[src/rtl/pipeline_addsub.sv]
// Segmented add/subtract pipeline with valid/ready flow control.
// Stage 0 registers operands; stages 1..NSEG each add one SEG-bit slice.
module pipeline_addsub #(
  parameter int WIDTH = 32,
  parameter int SEG   = 8
) (
  input  logic             clk,
  input  logic             rst,
  input  logic             in_valid,
  output logic             in_ready,
  input  logic [WIDTH-1:0] a,
  input  logic [WIDTH-1:0] b,
  input  logic             ci,
  input  logic             sub,
  output logic             out_valid,
  input  logic             out_ready,
  output logic [WIDTH-1:0] s,
  output logic             co,
  output logic             ov
);

  localparam int NSEG = WIDTH / SEG;

  logic [WIDTH-1:0] ra [0:NSEG];
  logic [WIDTH-1:0] rb [0:NSEG];
  logic [WIDTH-1:0] rs [0:NSEG];
  logic [NSEG:0]    rc;
  logic [NSEG:0]    rv;

  logic [WIDTH-1:0] ns [1:NSEG];
  logic [SEG:0]     t  [1:NSEG];
  logic [NSEG:0]    nc;
  logic             adv;

  assign adv      = !rv[NSEG] || out_ready;
  assign in_ready = adv;

  // stage k resolves slice k-1 and splices it into the partial result
  always_comb begin
    nc = '0;
    for (int k = 1; k <= NSEG; k++) begin
      t[k] = {1'b0, ra[k-1][(k-1)*SEG +: SEG]}
           + {1'b0, rb[k-1][(k-1)*SEG +: SEG]}
           + {{SEG{1'b0}}, rc[k-1]};
      ns[k] = rs[k-1];
      ns[k][(k-1)*SEG +: SEG] = t[k][SEG-1:0];
      nc[k] = t[k][SEG];
    end
  end

  always_ff @(posedge clk or posedge rst) begin
    if (rst) begin
      rv <= '0;
      rc <= '0;
      for (int k = 0; k <= NSEG; k++) begin
        ra[k] <= '0;
        rb[k] <= '0;
        rs[k] <= '0;
      end
    end else if (adv) begin
      rv[0] <= in_valid;
      ra[0] <= a;
      rb[0] <= sub ? ~b : b;
      rc[0] <= sub | ci;
      rs[0] <= '0;
      for (int k = 1; k <= NSEG; k++) begin
        rv[k] <= rv[k-1];
        ra[k] <= ra[k-1];
        rb[k] <= rb[k-1];
        rc[k] <= nc[k];
        rs[k] <= ns[k];
      end
    end
  end

  assign out_valid = rv[NSEG];
  assign s         = rs[NSEG];
  assign co        = rc[NSEG];
  assign ov        = (ra[NSEG][WIDTH-1] == rb[NSEG][WIDTH-1])
                  && (rs[NSEG][WIDTH-1] != ra[NSEG][WIDTH-1]);

endmodule

[config.mk]
export PLATFORM = sky130hd
export DESIGN_NAME = pipeline_addsub
export DESIGN_NICKNAME = d
export VERILOG_FILES = /design/src/rtl/pipeline_addsub.sv
export SDC_FILE = /design/constraint.sdc
export NUM_CORES = 1
export LEC_CHECK = 0
export BUFFER_PORTS_ARGS = -buffer_cell sky130_fd_sc_hd__buf_2
export CORE_MARGIN = 2
export CORE_UTILIZATION = 55
export DETAILED_ROUTE_END_ITERATION = 10
export PLACE_DENSITY = 0.75
export SLEW_MARGIN = 20
export SYNTH_ARGS = -nofsm -noshare
export SYNTH_HDL_FRONTEND = slang
export SYNTH_SLANG_ARGS = --single-unit
[constraint.sdc]
create_clock -name clk -period 10.9 [get_ports clk]
set_input_delay 1.09 -clock clk [delete_from_list [all_inputs] [get_ports clk]]
set_output_delay 1.09 -clock clk [all_outputs]
set_load 0.02 [all_outputs]
==> results of run 1 <==
-- how the worst max path moves through the flow --
stage | start | end | slack (ns)
6_report | out_ready | in_ready | 7.14
5_1_grt | out_ready | in_ready | 6.98
4_1_cts | out_ready | in_ready | 7.11
3_5_place_dp | out_ready | rc[1]$_DFFE_PP0P_ | 6.83
3_3_place_gp | out_ready | rc[1]$_DFFE_PP0P_ | 6.86
2_1_floorplan | rst | ns[0]$_DFFE_PP0P_ | 2.88
-- sequential cells by signal (all words and copies together) (netlist names) --
signal	flops
ra	81
rv	5
s	32
rb	81
rc	5
ns	48
-- layer usage --
layer / track usage [%] / vias up / routed length (um)
met5: 0 / - / 0
met4: 5.000 / 0 / 384
met3: 3.031 / 32 / 1087
met2: 33.96 / 167 / 10240
met1: 30.82 / 3826 / 10350
li1: - / 4059 / -
-- cells in the mapped netlist, types with 10 or more instances --
| cell | number |
|---|---|
| xnor2_1 | 34 |
| nor2_1 | 11 |
| a21oi_1 | 11 |
| o21ai_0 | 63 |
| nor3b_1 | 19 |
| ha_1 | 28 |
| a211oi_1 | 17 |
| inv_1 | 10 |
| nor3_1 | 10 |
| buf_2 | 52 |
| dfrtp_1 | 252 |
| nand2_1 | 605 |
-- power breakdown --
group          switching, mW  internal [mW]  total (mW)
sequential             0.266           1.36        1.62
combinational          0.870          0.572        1.44
clock                  0.348          0.563       0.911
-- layout by cell type, fill, tap and decap left out, types with 3 or more instances in the layout --
master and count:
a211oi_1 17, a21o_1 8, a21oi_1 11, buf_2 105
buf_4 3, bufinv_16 4, clkbuf_1 4, clkbuf_16 27
clkbuf_8 3, clkinv_2 5, dfrtp_1 252, fa_1 8
ha_1 28, inv_1 9, mux2i_1 6, nand2_1 605
nand2b_1 3, nand3_1 6, nor2_1 11, nor3_1 10
nor3b_1 19, nor4_1 5, o21a_1 8, o21ai_0 63
o21bai_1 6, o31a_1 4, o31ai_1 7, or3_1 7
or4b_1 3, xnor2_1 34
-- worst register-to-register path: cells and delay by family, from the launching register on --
family,cells,cell delay (ns)
buffers and inverters,4,2.20
AOI/OAI and AO/OA,2,0.33
and+or+nand+nor,2,0.34
DFF,1,0.39
-- per-stage QoR --
stage          std cells  utilization (%)  setup WS (ns)  total power [mW]  instance area (sq um)
2_1_floorplan       1213                -          2.882             2.687                  11120
3_3_place_gp        1532            58.54          6.859             3.003                  11730
3_5_place_dp        1532            58.54          6.826             3.065                  11730
4_1_cts             1576            62.95          7.105             4.005                  12610
5_1_grt             1576            62.99          6.976             4.288                  12620
6_report            1576            62.99          7.144             3.975                  12620
-- layout make-up --
type	instances	area (sq um)
flip-flops and latches	252	6306
fillers	1705	7417
multi-input cells	888	4449
well taps	270	337.8
inverters	11	53.80
clock inverters	10	152.6
clock buffers	34	732.0
repair buffers	111	590.6
-- kinds of logic (layout without fill, tap and decap cells) --
group,count (synthesis),count (layout)
muxes,6,6
AOI/OAI and AO/OA,134,134
and+or+nand+nor,676,676
buffers and inverters,73,166
DFF,252,252
adders and majority gates,36,36
xor gates and xnor gates,36,36
==> flow_summary.ini, run 1 <==
[cts]
cts_resized = 0
root_buffer = clkbuf_16
hold_buffers = 0
cts_sinks = 252
insertion_delay_ns = 0.51
clk_pin_slew_ns = 0.06
cts_buffers = 26
cts_tree = yes
postCtsSetupRepairBufs = 0
clk_path_buf_depth = 3
h-tree-depth = 1

[placed_design]
dp_hpwl_um = 14100
io_buffers = 105
gp_congestion = 0.8149

[status]
status = complete, no violations

[synthesis]
synth_warnings = 0
syn_nets = 1319
syn_area_sq_um = 11120
async_reset_ff_share_pct = 100.0
synth_top_area_share_pct = 56.72
syn_inst = 1213
ys_ff_latch = 252
yosys.area_share.simple_pct = 24.46
synth_flop_cell = dfrtp_1
muxShareOfSynthArea_pct = 0.5402
synth_edf_count = 0
synth_area_leaders = dfrtp_1, nand2_1, ha_1
synth_xor_area_share_pct = 2.836
synthAdderAreaFrac_pct = 4.592
synth_top_family_by_area = simple AND/OR/NAND/NOR gates
yosys.area.top_type = dfrtp_1
yosysUniqueCellTypes = 39
syn_avg_cell_area_sq_um = 9.165
synth_compound_area_share_pct = 7.597
yosysSeqAreaShare_pct = 56.72

[critical_path]
cpLargestDelayFamily = buffers and inverters
slowest_delay_ns = 0.61
reg2reg_to = rc[1]$_DFFE_PP0P_
cp.required_ns = 9.81
r2r_cells = 8
crit_buf_inv = 4
cp.arrival_ns = 2.67
path_common_cell = buf_2
critPathSlowestCell = buf_12
crit_cells = 5
crit_path_start_kind = input port
worstSetupPathType = in -> out
crit-reg2reg-launch = rv[4]$_DFFE_PP0P_
cp_max_fo = 220
end_kind = primary output
ff2ff_setup_slack_ns = 7.55
path_cells = buf_2, nor2b_4, buf_12, inv_6, buf_2

[grt]
grt_overflow = 0
grt_pass1_wl_um = 37520
antenna_found_initial = 0
grt_pass1_vias = 7780
grt_max_degree = 221
grt_usage_pct = 21.10

[route]
routed_wl_um = 22060
drcViolationCount = 0
post_drt_wl_per_cell_um = 13.99
first_pass_iters = 5
via_per_inst = 5.129
ant_nets = 0
drt_iter0_drc = 563
vias = 8084

[hold_path]
hold_end = s[18]$_DFFE_PP0P_
hp-start = s[18]$_DFFE_PP0P_
holdPathStages = 2
hp-class = reg -> reg

[floorplanning]
core_sq_um = 20040
die_h_um = 146.2
start_util_pct = 55.48
io_pins = 106
die_area_sq_um = 21370
die_w_um = 146.2
rows = 52

[timing]
period_share_pct = 34.46
finClkSkew_ns = 0.004660
slew_headroom_pct = 36.76
hold_ws_ns = 0.4557
final.setup.tns_ns = 0
rsz0062_at_grt = no
tightestPinTransition_ns = 0.9486
finalHoldViolations = 0
slew_violations = 0
max_freq_mhz = 266.3
min_period_ns = 3.756
finalSetupViolations = 0

[pwr]
power.density_nw_per_um2 = 314.9
leakage_nw = 6.464
ir_drop_mv = 0.1579

[run]
drv_cap = 0

[finish]
final_nets = 1396
n_antenna_cell = 0
syn_to_final_growth_pct = 13.54
drive_gt1_share_pct = 12.02
No activity file was read; power rests on OpenSTA's default activity.
==> run 2, diff against run 1 <==
Clock period 10.9 ns to 3.7 ns, I/O delays scaled along.
==> flow_summary.ini, run 2 (synthesized netlist as in run 1, its figures left out) <==
[status]
status = complete, no violations

[finish]
mostFrequentLayoutCells = nand2_1, dfrtp_1, buf_2
fin_util_pct = 63.39
final_common_cell = nand2_1
nFillCells = 1740
syn_to_final_growth_pct = 14.26
final_nets = 1402
drive_gt1_share_pct = 12.40
regArea_sq_um = 6306
multi_input_area_sq_um = 4449
final_area_sq_um = 12700
n_antenna_cell = 0
final_cells = 1584

[run]
drv_cap = 0

[critical_path]
end_kind = primary output
cp_max_fo = 145
worstSetupPathType = reg -> out
cp.arrival_ns = 2.15
cp.required_ns = 3.33
crit_path_start_kind = register

[cts]
cts_resized = 0
clk_path_buf_depth = 3
cts_buffers = 26
insertion_delay_ns = 0.53
clk_pin_slew_ns = 0.06
h-tree-depth = 1
root_buffer = clkbuf_16
cts_tree = yes
cts_sinks = 252

[placed_design]
gp_congestion = 0.8352
place_area_sq_um = 11810
dpl_worst_slack_ns = 1.312
dp_hpwl_um = 14330
io_buffers = 105
dpl.cell_count = 1536

[timing]
worst_slack_ns = 1.183
finalSetupViolations = 0
finalHoldViolations = 0
finClkSkew_ns = 0.01809
tightestPinTransition_ns = 1.030
max_freq_mhz = 397.3
min_period_ns = 2.517
period_share_pct = 68.02
final.setup.tns_ns = 0
slew_headroom_pct = 31.34
rsz0062_at_grt = no
slew_violations = 0

[floorplanning]
start_util_pct = 55.48
rows = 52
die_h_um = 146.2
die_area_sq_um = 21370
io_pins = 106
die_w_um = 146.2
core_sq_um = 20040

[pwr]
ir_drop_mv = 0.4428
power.density_nw_per_um2 = 916.8
leakage_nw = 6.503

[grt]
grt_pass1_vias = 7833
antenna_found_initial = 0
grt_usage_pct = 21.15
grt_overflow = 0
grt_pass1_wl_um = 37600
grt_max_degree = 192

[route]
top_layer_used = met4
route.met3.wl_um = 947
routed_wl_um = 22140
drcViolationCount = 0
m1WireLength_um = 10590
vias = 8216
drt_iter0_drc = 530
wl_met2_um = 10210
ant_nets = 0
post_drt_wl_per_cell_um = 13.98
first_pass_iters = 5
via_per_inst = 5.187

[hold_path]
hp-class = in -> reg
run 2: changes by cell type in the layout (fill, tap and decap cells not counted), sizes merged:
| cell | change |
|---|---|
| buf | +5 |
| clkinv | -1 |
| clkbuf | +6 |
| bufinv | -3 |
| dlygate4sd3 | +1 |
run 2: layout make-up:
cell class              instances  area share [%]
well taps                     270           2.660
multi-input cells             888           35.03
flip-flops and latches        252           49.65
clock buffers                  40           6.334
inverters                      11          0.3940
repair buffers                117           5.457
clock inverters                 6          0.4827
run 2: repair_timing:
action	in CTS	in global routing
hold buffers	0	1
buffers inserted	0	0
hold endpoints to repair	0	13
run 2: power breakdown:
part           internal, mW  total [mW]  switching (mW)
clock                  1.56        2.60            1.03
sequential             3.99        4.76           0.767
combinational          1.70        4.29            2.59
total                  7.26        11.6            4.39
run 2: path summary, 6_finish.rpt:
kind	cells after the start	endpoint	from	slack, ns
max in group asynchronous	5	ra[105]$_DFFE_PP0P_	rst	2.38
setup / recovery	3	in_ready	rv[4]$_DFFE_PP0P_	1.18
hold reg to reg	2	s[2]$_DFFE_PP0P_	s[2]$_DFFE_PP0P_	0.46
min in group asynchronous	3	s[18]$_DFFE_PP0P_	rst	0.39
setup reg to reg	6	rc[1]$_DFFE_PP0P_	ra[128]$_DFFE_PP0P_	1.38
hold / removal	3	ra[129]$_DFFE_PP0P_	a[1]	0.04
run 2: critical path, cell delays in order, from the launching register on:
cell	delay [ns]
dfrtp_1	0.37
nor2b_4	0.15
inv_6	0.63
buf_2	0.31
run 2: per-stage QoR:
step	total power [mW]	hold WS (ns)
after detailed placement	9.059	0.4524
after floorplan	7.917	0.4300
after global placement	8.877	0.4447
after global routing	12.58	0.04616
after CTS	11.73	0.02111
final	11.65	0.03672
run 2: metal layers:
layer / GRT usage (%) / vias to the layer above
li1: - / 4074
met1: 31.53 / 3936
met2: 33.00 / 173
met3: 2.875 / 33
met4: 5.971 / 0
met5: 0 / -
